**src/rtl/fft_scale_stream_pkg.sv**
```systemverilog
// Shared types and elaboration-time helpers for the streaming 1/N scaler.
package fft_pkg;

    localparam int unsigned CPLX_W = 16;

    // Complex sample at the default component width.
    typedef struct packed {
        logic signed [CPLX_W-1:0] re;
        logic signed [CPLX_W-1:0] im;
    } cplx_t;

    // True when n is a nonzero power of two.
    function automatic bit is_pow2(input int unsigned n);
        return (n != 0) && ((n & (n - 1)) == 0);
    endfunction

    // floor(log2(n)) for n >= 1.
    function automatic int unsigned log2_floor(input int unsigned n);
        int unsigned r = 0;
        int unsigned v = n;
        while (v > 1) begin
            v = v >> 1;
            r = r + 1;
        end
        return r;
    endfunction

    // round(2^bit_frac / n), half rounded up.
    function automatic int unsigned inv_n(input int unsigned n, input int unsigned bit_frac);
        return ((32'd1 << bit_frac) + n / 2) / n;
    endfunction

endpackage

```
**src/rtl/fft_scale_stream_if.sv**
```systemverilog
// Sample stream into and out of the scaler, plus the frame-error flag.
interface fft_scale_stream_if #(
    parameter int unsigned W = 15
);
    logic              in_valid;
    logic              in_ready;
    logic signed [W:0] in_re;
    logic signed [W:0] in_im;
    logic              in_last;
    logic              mode;
    logic              out_valid;
    logic              out_ready;
    logic signed [W:0] out_re;
    logic signed [W:0] out_im;
    logic              out_last;
    logic              frame_err;

    modport slave (
        input  in_valid, in_re, in_im, in_last, mode, out_ready,
        output in_ready, out_valid, out_re, out_im, out_last, frame_err
    );

    modport master (
        output in_valid, in_re, in_im, in_last, mode, out_ready,
        input  in_ready, out_valid, out_re, out_im, out_last, frame_err
    );
endinterface

```
**src/rtl/fft_scale_stream_round_shift.sv**
```systemverilog
// Combinational round-half-up (or floor) arithmetic right shift with width reduction.
module fft_round_shift #(
    parameter int unsigned IN_W  = 17,
    parameter int unsigned SHIFT = 3,
    parameter int unsigned ROUND = 1,
    parameter int unsigned OUT_W = 16
) (
    input  logic signed [IN_W-1:0]  din,
    output logic signed [OUT_W-1:0] dout_c,
    output logic                    ovf_c
);

    localparam logic signed [IN_W-1:0] HALF = (ROUND != 0) ? IN_W'((2 ** SHIFT) / 2) : '0;

    logic signed [IN_W-1:0] sum_c;
    logic signed [IN_W-1:0] shr_c;

    // Add half an output LSB, shift, and flag results that do not fit OUT_W.
    always_comb begin
        sum_c  = din + HALF;
        shr_c  = sum_c >>> SHIFT;
        dout_c = OUT_W'(shr_c);
        ovf_c  = (shr_c != IN_W'(dout_c));
    end

endmodule

```
**src/rtl/fft_scale_stream.sv**
```systemverilog
// Streaming 1/N scaler for IFFT output: two-stage pipe, per-frame bypass, frame-length check.
module fft_scale_stream
    import fft_pkg::*;
#(
    parameter int unsigned N        = 8,
    parameter int unsigned W        = 15,
    parameter int unsigned BIT_FRAC = 15,
    parameter int unsigned ROUND    = 1
) (
    input logic                clk,
    input logic                rst_n,
    fft_scale_stream_if.slave  bus
);

    localparam bit          IS_POW2 = is_pow2(N);
    localparam int unsigned SHIFT   = IS_POW2 ? log2_floor(N) : BIT_FRAC;
    localparam int unsigned DW      = W + 1;
    localparam int unsigned PW      = 2 * DW + 1;
    localparam int unsigned S1_W    = IS_POW2 ? DW + 1 : PW;
    localparam int unsigned CNT_W   = (N > 1) ? $clog2(N) : 1;
    localparam logic [CNT_W-1:0]     CNT_MAX = CNT_W'(N - 1);
    localparam logic signed [PW-1:0] INV_C   = PW'(inv_n(N, BIT_FRAC));

    logic stall_c, adv_c, acc_c, first_c, at_end_c, eff_mode_c;
    logic signed [PW-1:0] re_ext_c, im_ext_c, re_prod_c, im_prod_c;
    logic signed [DW-1:0] rs_re_c, rs_im_c;
    logic ovf_re_c, ovf_im_c;

    logic                   s1_valid_d, s1_valid_q, s1_last_d, s1_last_q, s1_mode_d, s1_mode_q;
    logic signed [S1_W-1:0] s1_re_d, s1_re_q, s1_im_d, s1_im_q;
    logic                   out_valid_d, out_valid_q, out_last_d, out_last_q;
    logic                   frame_err_d, frame_err_q, mode_d, mode_q;
    logic signed [DW-1:0]   out_re_d, out_re_q, out_im_d, out_im_q;
    logic [CNT_W-1:0]       count_d, count_q;

    // Handshake, frame tracking and next-state for both pipeline stages.
    always_comb begin
        stall_c    = out_valid_q && !bus.out_ready;
        adv_c      = !stall_c;
        acc_c      = bus.in_valid && adv_c;
        first_c    = (count_q == '0);
        at_end_c   = (count_q == CNT_MAX);
        eff_mode_c = first_c ? bus.mode : mode_q;
        re_ext_c   = PW'(bus.in_re);
        im_ext_c   = PW'(bus.in_im);
        re_prod_c  = re_ext_c * INV_C;
        im_prod_c  = im_ext_c * INV_C;

        s1_valid_d  = s1_valid_q;
        s1_last_d   = s1_last_q;
        s1_mode_d   = s1_mode_q;
        s1_re_d     = s1_re_q;
        s1_im_d     = s1_im_q;
        out_valid_d = out_valid_q;
        out_last_d  = out_last_q;
        out_re_d    = out_re_q;
        out_im_d    = out_im_q;
        count_d     = count_q;
        mode_d      = mode_q;
        frame_err_d = acc_c && (bus.in_last != at_end_c);

        if (acc_c) begin
            if (first_c) begin
                mode_d = bus.mode;
            end
            if (bus.in_last || at_end_c) begin
                count_d = '0;
            end else begin
                count_d = count_q + CNT_W'(1);
            end
        end

        if (adv_c) begin
            s1_valid_d = acc_c;
            if (acc_c) begin
                s1_last_d = bus.in_last;
                s1_mode_d = eff_mode_c;
                if (eff_mode_c && !IS_POW2) begin
                    s1_re_d = S1_W'(re_prod_c);
                    s1_im_d = S1_W'(im_prod_c);
                end else begin
                    s1_re_d = S1_W'(re_ext_c);
                    s1_im_d = S1_W'(im_ext_c);
                end
            end
            out_valid_d = s1_valid_q;
            if (s1_valid_q) begin
                out_last_d = s1_last_q;
                out_re_d   = s1_mode_q ? rs_re_c : DW'(s1_re_q);
                out_im_d   = s1_mode_q ? rs_im_c : DW'(s1_im_q);
            end
        end
    end

    // Pipeline, counter and mode registers.
    always_ff @(posedge clk or negedge rst_n) begin
        if (!rst_n) begin
            s1_valid_q  <= 1'b0;
            s1_last_q   <= 1'b0;
            s1_mode_q   <= 1'b0;
            s1_re_q     <= '0;
            s1_im_q     <= '0;
            out_valid_q <= 1'b0;
            out_last_q  <= 1'b0;
            out_re_q    <= '0;
            out_im_q    <= '0;
            count_q     <= '0;
            mode_q      <= 1'b0;
            frame_err_q <= 1'b0;
        end else begin
            s1_valid_q  <= s1_valid_d;
            s1_last_q   <= s1_last_d;
            s1_mode_q   <= s1_mode_d;
            s1_re_q     <= s1_re_d;
            s1_im_q     <= s1_im_d;
            out_valid_q <= out_valid_d;
            out_last_q  <= out_last_d;
            out_re_q    <= out_re_d;
            out_im_q    <= out_im_d;
            count_q     <= count_d;
            mode_q      <= mode_d;
            frame_err_q <= frame_err_d;
        end
    end

    fft_round_shift #(.IN_W(S1_W), .SHIFT(SHIFT), .ROUND(ROUND), .OUT_W(DW)) u_rs_re (
        .din    (s1_re_q),
        .dout_c (rs_re_c),
        .ovf_c  (ovf_re_c)
    );

    fft_round_shift #(.IN_W(S1_W), .SHIFT(SHIFT), .ROUND(ROUND), .OUT_W(DW)) u_rs_im (
        .din    (s1_im_q),
        .dout_c (rs_im_c),
        .ovf_c  (ovf_im_c)
    );

    // Scaling by 1/N can never leave the W+1 range.
    a_no_ovf: assert property (@(posedge clk) disable iff (!rst_n)
        (s1_valid_q && s1_mode_q) |-> !(ovf_re_c || ovf_im_c));

    assign bus.in_ready  = adv_c;
    assign bus.out_valid = out_valid_q;
    assign bus.out_last  = out_last_q;
    assign bus.out_re    = out_re_q;
    assign bus.out_im    = out_im_q;
    assign bus.frame_err = frame_err_q;

endmodule

```
**src/flat_wrapper.sv**
```systemverilog
// flat-port wrapper written by rule: the top's interface ports become plain ports
module fft_scale_stream_flat import fft_pkg::*;
#(
    parameter int unsigned N        = 8,
    parameter int unsigned W        = 15,
    parameter int unsigned BIT_FRAC = 15,
    parameter int unsigned ROUND    = 1
)
  (clk, rst_n, bus_in_valid, bus_in_re, bus_in_im, bus_in_last, bus_mode, bus_out_ready, bus_in_ready, bus_out_valid, bus_out_re, bus_out_im, bus_out_last, bus_frame_err);
  fft_scale_stream_if #(.W(W)) bus_i ();
  input logic clk;
  input logic rst_n;
  input wire logic [$bits(bus_i.in_valid)-1:0] bus_in_valid;
  input wire logic [$bits(bus_i.in_re)-1:0] bus_in_re;
  input wire logic [$bits(bus_i.in_im)-1:0] bus_in_im;
  input wire logic [$bits(bus_i.in_last)-1:0] bus_in_last;
  input wire logic [$bits(bus_i.mode)-1:0] bus_mode;
  input wire logic [$bits(bus_i.out_ready)-1:0] bus_out_ready;
  output wire logic [$bits(bus_i.in_ready)-1:0] bus_in_ready;
  output wire logic [$bits(bus_i.out_valid)-1:0] bus_out_valid;
  output wire logic [$bits(bus_i.out_re)-1:0] bus_out_re;
  output wire logic [$bits(bus_i.out_im)-1:0] bus_out_im;
  output wire logic [$bits(bus_i.out_last)-1:0] bus_out_last;
  output wire logic [$bits(bus_i.frame_err)-1:0] bus_frame_err;
  assign bus_i.in_valid = bus_in_valid;
  assign bus_i.in_re = bus_in_re;
  assign bus_i.in_im = bus_in_im;
  assign bus_i.in_last = bus_in_last;
  assign bus_i.mode = bus_mode;
  assign bus_i.out_ready = bus_out_ready;
  assign bus_in_ready = bus_i.in_ready;
  assign bus_out_valid = bus_i.out_valid;
  assign bus_out_re = bus_i.out_re;
  assign bus_out_im = bus_i.out_im;
  assign bus_out_last = bus_i.out_last;
  assign bus_frame_err = bus_i.frame_err;
  fft_scale_stream #(.N(N), .W(W), .BIT_FRAC(BIT_FRAC), .ROUND(ROUND)) u_core (.clk(clk), .rst_n(rst_n), .bus(bus_i));
endmodule
```
**config.mk**
```make
export PLATFORM = sky130hd
export DESIGN_NAME = fft_scale_stream_flat
export DESIGN_NICKNAME = d
export VERILOG_FILES = /design/src/rtl/fft_scale_stream_pkg.sv /design/src/rtl/fft_scale_stream_if.sv /design/src/rtl/fft_scale_stream_round_shift.sv /design/src/rtl/fft_scale_stream.sv /design/src/flat_wrapper.sv
export SDC_FILE = /design/constraint.sdc
export NUM_CORES = 1
export LEC_CHECK = 0
export CORE_ASPECT_RATIO = 2
export CORE_MARGIN = 3
export CORE_UTILIZATION = 57
export CTS_BUF_LIST = sky130_fd_sc_hd__clkbuf_4 sky130_fd_sc_hd__clkbuf_8
export DETAILED_ROUTE_END_ITERATION = 8
export PLACE_DENSITY = 0.88
export SETUP_SLACK_MARGIN = 0.05
export SLEW_MARGIN = 10
export SYNTH_ARGS = -nofsm -noshare
export SYNTH_HDL_FRONTEND = slang
export SYNTH_SLANG_ARGS = --single-unit
```
**constraint.sdc**
```tcl
create_clock -name clk -period 4.75 [get_ports clk]
set_input_delay 0.95 -clock clk [delete_from_list [all_inputs] [get_ports clk]]
set_output_delay 0.95 -clock clk [all_outputs]
set_load 0.02 [all_outputs]
```
==> key figures <==
Clocking
  • Post-cts sizing count: 0
  • Clock Tree Buf Depth: 2
  • Hold-fix buffers, CTS: 0
  • CTS tree: built
  • H-tree levels: 3
  • Clock Sinks: 73
  • Clock-pin slew on the worst setup and hold paths: 0.06 ns
  • Root Buffer: clkbuf_8
  • CTS Buf Count: 9
  • Postcts setup bufs: 0
  • Skew-Pair Late Insertion Delay: 0.35 ns

Global routing
  • All-Layer GR Usage: 25.8%
  • First-pass GRT wire length: 13.5 mm
  • Global route total overflow: 0
  • Antenna violations before repair: 0
  • Largest net degree at the start of global routing: 42
  • Number of global-route vias before repair: 2890

Job
  • Max Cap Viol: 0

Layout
  • Nets@finish: 450
  • Syn-to-layout area delta: 25.5%
  • Util after Layout: 75.5%
  • ANT cells: 0
  • Filler cell count: 416
  • Fin area: 4420 µm²
  • Layout cell share with drive strength beyond 1: 13.7%
  • Final non-filler cell total: 470

Min path
  • HP Class: reg -> reg
  • Hold path startpoint: u_core.s1_last_q
  • Endpoint, Worst Hold: u_core.bus.out_last
  • Hold Path Stages: 2

Yosys
  • Async set-reset flop share out of synthesis: 100%
  • Cells after synthesis: 342
  • Most frequent cell after synthesis: dfrtp_1
  • Commonest cells post-synth: dfrtp_1 (73), nand2_1 (43), mux2_2 (33)
  • Avg Cell Area, Syn: 10.3 µm²
  • Yosys warning total: 0
  • Sequential area share after synthesis: 51.9%
  • Post-synth cell types: 43
  • Share of the synthesized area in the top cell type: 51.9%
  • Synthesized cell area: 3520 µm²
  • Area contributors post-synth: dfrtp_1 (52%), mux2_2 (11%), nand2_1 (4.6%)
  • Leading area contributor after synthesis: dfrtp_1
  • Syn_nets: 386
  • Yosys reg bits: 73
  • Post-synth EDFFs: 0
  • Commonest register cell after synthesis: dfrtp_1

STA
  • Endpoints failing hold: 0
  • Clock skew: 0.00504 ns
  • Setup violations, final: 0
  • Setup_tns: 0 ns
  • Fmax achieved: 0.304 GHz
  • Unrepaired setup endpoints after global routing: false
  • Tcrit/Tclk final: 69.4%
  • Final min period: 3.29 ns
  • Worst slew pin tran: 0.939 ns
  • Slew margin rel.: 37.4%
  • Final Slew Violations: 0

Critical path
  • Reg2reg path depth: 3
  • Setup crit start kind: input pin
  • WS Path Type: in -> out
  • Worst R2R Setup Slack: 2.28 ns
  • Most frequent cell on the critical path: clkdlybuf4s50_1
  • Worst r2r dst: u_core.bus.out_im[15]
  • Ordered cell list for the critical path: clkdlybuf4s50_1, nand2b_1, clkdlybuf4s50_1
  • Largest stage delay on the critical path: 0.67 ns
  • Crit path DAT: 2.34 ns
  • Required time of the critical path: 3.80 ns
  • Slowest cell on the critical path: clkdlybuf4s50_1
  • Crit end category: output port
  • CP Max Fanout: 9

Die
  • Die height: 117 µm
  • Core Area: 5860 µm²
  • Initial Utilization: 60.1%
  • Io pins: 74
  • Die Area: 7220 µm²
  • Die Wd: 61.6 µm
  • Row cnt: 39

Detailed routing
  • Final wirelength: 8.24 mm
  • Remaining DRCs: 0
  • Vias per cell: 6.01
  • DR WL/cell: 17.5 µm
  • Detailed Routing Iterations Pass 1: 4
  • Post-route ant nets: 0
  • Via count: 2824
  • DR iter-0 viols: 221

Power
  • Pwr per Cell Area: 530 nW/µm²
  • Tot Pwr: 2.34 mW
  • Leak: 1.84 nW
  • VDD IR max: 0.469 mV

Place
  • RePlAce Congestion: 0.895
  • Post-DP HPWL: 5.87 mm
  • Cells after DPL: 456
  • IO Port Bufs: 73
  • DP Area: 4250 µm²

Outcome
  • Status: complete, no violations
-- area by class of cell --
cell class	instances	area, µm²	area share [%]
well taps	61	76.3	1.73
inverters	11	41.3	0.934
repair buffers	76	748	16.9
multi-input cells	235	1560	35.2
flip-flops and latches	73	1830	41.3
clock buffers	14	174	3.93
-- how the worst max path moves through the flow --
| stage | slack, ns | to | start |
|---|---|---|---|
| global placement | 1.48 | bus_in_ready | bus_out_ready |
| global route | 1.40 | bus_in_ready | bus_out_ready |
| CTS | 1.45 | bus_in_ready | bus_out_ready |
| detailed placement | 1.47 | bus_in_ready | bus_out_ready |
| floorplan | 2.56 | bus_in_ready | bus_out_ready |
| finish | 1.46 | bus_in_ready | bus_out_ready |
-- through the flow --
step	setup WS, ns	hold slack, ns
after floorplan	2.56	0.439
after global placement	1.48	0.450
after detailed placement	1.47	0.465
after CTS	1.45	0.480
after global routing	1.40	0.504
final	1.46	0.474
-- power breakdown --
group	switching (mW)	internal (mW)	leakage, nW
Sequential	0.191	0.811	0.864
Combinational	0.463	0.442	0.885
Clock	0.207	0.230	0.0929
-- cells by family (layout without fill, tap and decap cells) --
group | after synthesis | after routing | synth area share (%)
xor gates and xnor gates | 14 | 14 | 3.48
DFF | 73 | 73 | 51.9
and+or+nand+nor | 115 | 115 | 15.3
AOI/OAI and AO/OA | 62 | 62 | 11.2
buffers and inverters | 34 | 101 | 3.98
muxes | 38 | 38 | 12.0
adders and majority gates | 6 | 6 | 2.13
-- layer usage --
layer,share of wire [%],GRT usage [%],vias to the layer above
li1,-,-,1334
met1,36,29.3,1364
met2,56,43.0,95
met3,4.6,6.26,31
met4,4.2,13.9,0
met5,0,0,-
-- state kept, by name, indices dropped and copies added (netlist names), named ones only --
signal                flops
u_core.bus.out_valid      1
u_core.s1_last_q          1
u_core.s1_valid_q         1
u_core.bus.out_last       1
u_core.s1_re_q           16
u_core.bus.frame_err      1
u_core.bus.out_re        16
u_core.bus.out_im        16
u_core.count_q            3
u_core.s1_im_q           16
-- placed cells by master (no fill, tap or decap), drive strengths merged --
| cell | instances |
|---|---|
| and2 | 1 |
| dfrtp | 73 |
| a31oi | 1 |
| nand2b | 1 |
| or3 | 4 |
| a21oi | 18 |
| xor2 | 2 |
| a21o | 2 |
| a22o | 1 |
| nor4 | 5 |
| nand4 | 7 |
| o221ai | 5 |
| or4 | 3 |
| nor3b | 1 |
| buf | 4 |
| nor3 | 10 |
| a32oi | 1 |
| o21ai | 18 |
| and4 | 1 |
| xnor2 | 12 |
| a221oi | 2 |
| nand3 | 10 |
| o22ai | 5 |
| o311ai | 1 |
| clkbuf | 14 |
| mux2 | 33 |
| nand2 | 43 |
| a41oi | 1 |
| mux2i | 5 |
| o41ai | 1 |
| nor2 | 28 |
| o31ai | 2 |
| and3 | 1 |
| a311oi | 2 |
| ha | 6 |
| clkdlybuf4s50 | 72 |
| inv | 11 |
| o31a | 2 |
-- worst max-delay path: cells and delay by family --
kind                   cells  cell delay, ns
buffers and inverters      2            1.12
and+or+nand+nor            1            0.27
Power figures use the tool's default switching activity.
